$ cat src/rtl/clk_div_multi.sv
// clk_div_multi: NUM_CH programmable clock dividers with per-period tick,
// glitch-free ratio updates at period boundaries and a common phase sync.
module clk_div_multi #(
   parameter int NUM_CH      = 4,
   parameter int DIV_W       = 8,
   parameter int DEFAULT_DIV = 2,
   localparam int CH_W       = (NUM_CH > 1) ? $clog2(NUM_CH) : 1
) (
   input  logic              clk,
   input  logic              reset,
   input  logic              div_wr_en,
   input  logic [CH_W-1:0]   div_wr_ch,
   input  logic [DIV_W-1:0]  div_wr_val,
   input  logic              sync,
   output logic [NUM_CH-1:0] clk_out,
   output logic [NUM_CH-1:0] tick,
   output logic [NUM_CH-1:0] div_busy
);

   localparam logic [DIV_W-1:0] ONE  = DIV_W'(1);
   localparam logic [DIV_W-1:0] TWO  = DIV_W'(2);
   localparam logic [DIV_W-1:0] DEFN = DIV_W'(DEFAULT_DIV);

   typedef enum logic {
      S_RUN  = 1'b0,
      S_STOP = 1'b1
   } st_t;

   for (genvar i = 0; i < NUM_CH; i++) begin : g_ch
      st_t              st_q;
      st_t              st_d;
      logic [DIV_W-1:0] n_q;
      logic [DIV_W-1:0] n_d;
      logic [DIV_W-1:0] p_q;
      logic [DIV_W-1:0] p_d;
      logic [DIV_W-1:0] cnt_q;
      logic [DIV_W-1:0] cnt_d;
      logic [DIV_W-1:0] half;
      logic [DIV_W-1:0] p_eff;
      logic             pend_q;
      logic             pend_d;
      logic             pend_eff;
      logic             wr_hit;
      logic             wrap;
      logic             do_sync;
      logic             do_stop;
      logic             do_wrap;
      logic             apply;
      logic             clk_q;
      logic             clk_d;
      logic             tick_q;
      logic             tick_d;

      // A write in the current cycle already counts as pending at this edge.
      assign wr_hit   = div_wr_en && (div_wr_ch == CH_W'(i));
      assign pend_eff = pend_q | wr_hit;
      assign p_eff    = wr_hit ? div_wr_val : p_q;

      assign wrap = (cnt_q == n_q - ONE);
      assign half = n_q - (n_q >> 1);

      assign do_sync = sync;
      assign do_stop = !sync && (st_q == S_STOP);
      assign do_wrap = !sync && (st_q == S_RUN) && wrap;

      always_ff @(posedge clk or posedge reset) begin
         if (reset) begin
            st_q   <= S_RUN;
            n_q    <= DEFN;
            p_q    <= '0;
            pend_q <= 1'b0;
            cnt_q  <= '0;
            clk_q  <= 1'b0;
            tick_q <= 1'b0;
         end else begin
            st_q   <= st_d;
            n_q    <= n_d;
            p_q    <= p_d;
            pend_q <= pend_d;
            cnt_q  <= cnt_d;
            clk_q  <= clk_d;
            tick_q <= tick_d;
         end
      end

      always_comb begin
         st_d   = st_q;
         n_d    = n_q;
         p_d    = p_eff;
         pend_d = pend_eff;
         cnt_d  = cnt_q;
         apply  = 1'b0;
         unique case (1'b1)
            do_sync: begin
               apply = pend_eff;
               cnt_d = '0;
            end
            do_stop: begin
               apply = pend_eff;
               cnt_d = '0;
            end
            do_wrap: begin
               apply = pend_eff;
               cnt_d = '0;
            end
            default: cnt_d = cnt_q + ONE;
         endcase
         if (apply) begin
            n_d    = p_eff;
            pend_d = 1'b0;
            st_d   = (p_eff < TWO) ? S_STOP : S_RUN;
         end
      end

      // High for ceil(N/2) counts, tick on count 0; silent while stopped.
      always_comb begin
         clk_d  = (st_q == S_RUN) && (cnt_q < half);
         tick_d = (st_q == S_RUN) && (cnt_q == '0);
      end

      assign clk_out[i]  = clk_q;
      assign tick[i]     = tick_q;
      assign div_busy[i] = pend_q;
   end

endmodule
$ cat config.mk
export PLATFORM = sky130hd
export DESIGN_NAME = clk_div_multi
export DESIGN_NICKNAME = d
export VERILOG_FILES = /design/src/rtl/clk_div_multi.sv
export SDC_FILE = /design/constraint.sdc
export NUM_CORES = 1
export LEC_CHECK = 0
export ABC_AREA = 1
export BUFFER_PORTS_ARGS = -buffer_cell sky130_fd_sc_hd__buf_2
export CAP_MARGIN = 0
export CORE_MARGIN = 2
export CORE_UTILIZATION = 55
export CTS_CLUSTER_DIAMETER = 30
export CTS_CLUSTER_SIZE = 8
export DETAILED_ROUTE_END_ITERATION = 12
export GPL_ROUTABILITY_DRIVEN = 0
export PLACE_DENSITY_LB_ADDON = 0.25
export SLEW_MARGIN = 20
export SYNTH_ARGS = -nofsm -noshare
export SYNTH_HDL_FRONTEND = slang
export SYNTH_SLANG_ARGS = --single-unit
$ cat constraint.sdc
create_clock -name clk -period 3.7 [get_ports clk]
set_clock_uncertainty 0.1 [all_clocks]
set_input_delay 0.37 -clock clk [delete_from_list [all_inputs] [get_ports clk]]
set_output_delay 0.37 -clock clk [all_outputs]
set_load 0.05 [all_outputs]
==> flow_summary.toml <==
[outcome]
status = "finished clean"

[placed_design]
place_area_um2 = 8190
io_buffers = 25
hpwl_um = 12800

[clocking]
cts_buffers = 9
cts_setup_buffers = 0
clk_pin_slew_ns = 0.08
clk_path_buf_depth = 2
hold_buffers = 0
cts-root-buf = "clkbuf_16"
ctsResizeCount = 0
cts_tree = "built"
clk_latency_ns = 0.35
h-tree-depth = 3
cts.sinks = 112

[power]
switching_share_pct = 43.7
p_seq_share_pct = 30.1
vdd_drop_max_uv = 327
p_int_mw = 3.09
power_density_nw_per_um2 = 644
p_comb_share_pct = 50.3
power.leakage_nw = 4.63
power.switching_mw = 2.40
power_mw = 5.49
p_clk_share_pct = 19.6

[run]
max-cap-violations = 0

[floorplan]
ios = 26
core_area_um2 = 14400
initial_core_util_pct = 55.6
rows = 44
die_w_um = 125
dieArea_um2 = 15500
die_h_um = 125

[yosys]
syn_area_um2 = 7990
synth.avg_cell_area_um2 = 7.53
synthCells = 1062
yosys.area.top_type_share_pct = 33.8
synthesis.nets = 1176
synth-async-reset-ratio_pct = 100
synth_seq_cells = 112
netlist.top_cell.by_area = "dfrtp_1"
synthFlopType = "dfrtp_1"
seq_area_frac_synth_pct = 35.1
synthTopCellsByArea = "dfrtp_1 34%, nand2_1 16%, ha_1 15%, inv_1 6.6%, nand3_1 5.4%"
yosysMostFrequentCell = "nand2_1"
synth-edff-count = 0
yosysWarnings = 0
ys_top_cells_by_count = "331 x nand2_1, 140 x inv_1, 108 x dfrtp_1"
ys_types = 31

[route]
vias = 6509
ant_nets = 0
dr.pass1.iters = 4
drc = 0
drt_iter0_drc = 459
drt_wl_total_um = 16800
wl_per_cell_um = 13.2
viasPerCell = 5.13

[critical_path]
startpoint_type = "register"
crit_start = "g_ch[1].n_q[1]"
critPathKind = "register to register"
worst_setup_path_end_kind = "register"
regToRegSetupSlack_ns = 1.03
worst-r2r-cell-count = 12
cp-endpoint = "g_ch[1].clk_q"
timing.rr.start = "g_ch[1].n_q[1]"
cp_data_arrival_time_ns = 2.85
crit_fanout = 5
crit_required_ns = 3.88
r2r-end = "g_ch[1].clk_q"

[timing]
finalSetupTns_ns = 0
fin_crit_ns = 2.67
worst_slew_pin_slew_ns = 0.867
relSlewSlack_pct = 42.2
hold_violations = 0
setup_viol = 0
final-max-slew-violation-count = 0
rsz0062_at_grt = "no"
period_share_pct = 72.2
fmaxAchievable_ghz = 0.375

[grt]
grt_max_degree = 70
grt.overflow.total = 0
grt_pass1_wl_um = 29200
grt_pass1_vias = 6251
antenna_found_initial = 0
track_usage_pct = 22.7

[layout]
nFillCells = 1355
insertedDiodeCount = 0
design_area_um2 = 8520
utilization_pct = 59.3
nets = 1193
drive_above_1_share_pct = 7.01
syn_to_final_growth_pct = 6.56

[hold_path]
hold_path.class = "input port to asynchronous set/reset pin"
-- cells in the final DEF, fill, tap and decap left out --
cell type and count:
ha_1 96, nand4_1 4, nand2_4 2, buf_12 1
a211o_1 1, bufinv_16 2, o21ai_0 33, or4_1 1
inv_6 3, inv_1 139, a21oi_1 38, xnor2_1 4
inv_4 1, o211ai_1 4, clkinvlp_4 2, clkbuf_16 9
nor3_2 5, nand3b_1 3, o21ai_1 10, nand3_4 1
nand2_2 8, nor3_1 21, nor4_1 3, dfrtp_1 108
nand3_1 86, dfstp_2 4, buf_2 25, nor3b_1 1
a31oi_1 5, nand2_1 331, o21bai_1 4, nand3_2 3
xor2_1 34, fa_1 4, nor2_1 78, inv_2 10
-- routing by layer --
layer,wire length [µm],GRT usage (%)
met5,0,0
met2,7920,37.9
met3,435,2.45
met4,296,6.87
met1,8120,31.1
-- power groups by stage --
stage	clock (mW)	combinational, mW	sequential, mW
5_1_grt	1.16	3.24	1.69
3_5_place_dp	0	2.75	1.67
3_3_place_gp	0	2.69	1.66
4_1_cts	1.10	2.78	1.65
2_1_floorplan	0	2.28	1.60
6_report	1.08	2.76	1.65
-- through the flow --
stage | hold WS, ns | setup slack (ns) | cells
after floorplan | 0.349 | 0.278 | 1062
after global placement | 0.384 | 1.15 | 1252
after detailed placement | 0.393 | 1.06 | 1252
after CTS | 0.133 | 1.02 | 1268
after global routing | 0.172 | 0.798 | 1268
final | 0.0807 | 1.03 | 1268
-- sequential cells by signal, summed over array words and instances, names as in the netlist --
register / flops
g_ch.tick_q: 4
g_ch.cnt_q: 32
g_ch.p_q: 32
g_ch.st_q: 4
g_ch.pend_q: 4
g_ch.n_q: 32
g_ch.clk_q: 4
-- worst min-delay path by stage --
stage                       end  slack (ns)  depth (start not counted)
6_report         g_ch[3].tick_q        0.08                          2
5_1_grt        g_ch[0].cnt_q[0]        0.17                          2
4_1_cts          g_ch[0].n_q[5]        0.13                          2
3_5_place_dp     g_ch[3].p_q[0]        0.39                          2
3_3_place_gp     g_ch[3].p_q[0]        0.38                          2
2_1_floorplan     g_ch[3].clk_q        0.35                          1
-- final cells by class --
type / count / area, µm² / share of cell area, %
Timing Repair Buffer: 26 / 145 / 1.70
Clock inverter: 7 / 101 / 1.19
Clock buffer: 9 / 225 / 2.64
Sequential cell: 112 / 2810 / 33.0
Tap cell: 184 / 230 / 2.70
Inverter: 150 / 566 / 6.64
Multi-Input combinational cell: 780 / 4440 / 52.2
-- kinds of logic (layout without fill, tap and decap cells) --
kind of cell | Yosys count | in the layout | share of synthesized area, %
simple gates | 547 | 547 | 29.1
xor+xnor | 38 | 38 | 4.16
compound gates | 95 | 95 | 6.32
buf+inv | 170 | 192 | 9.30
fa+ha+maj | 100 | 100 | 16.0
flops | 112 | 112 | 35.1
-- critical path, cell delays in order (launching register included) --
cell	delay (ns)
dfstp_2	0.59
inv_1	0.09
ha_1	0.31
nor2_1	0.10
nor2_1	0.05
o21bai_1	0.25
a21oi_1	0.10
o21ai_0	0.23
xor2_1	0.19
ha_1	0.26
a21oi_1	0.13
nand2_1	0.07
a31oi_1	0.12
Power figures use the tool's default switching activity.
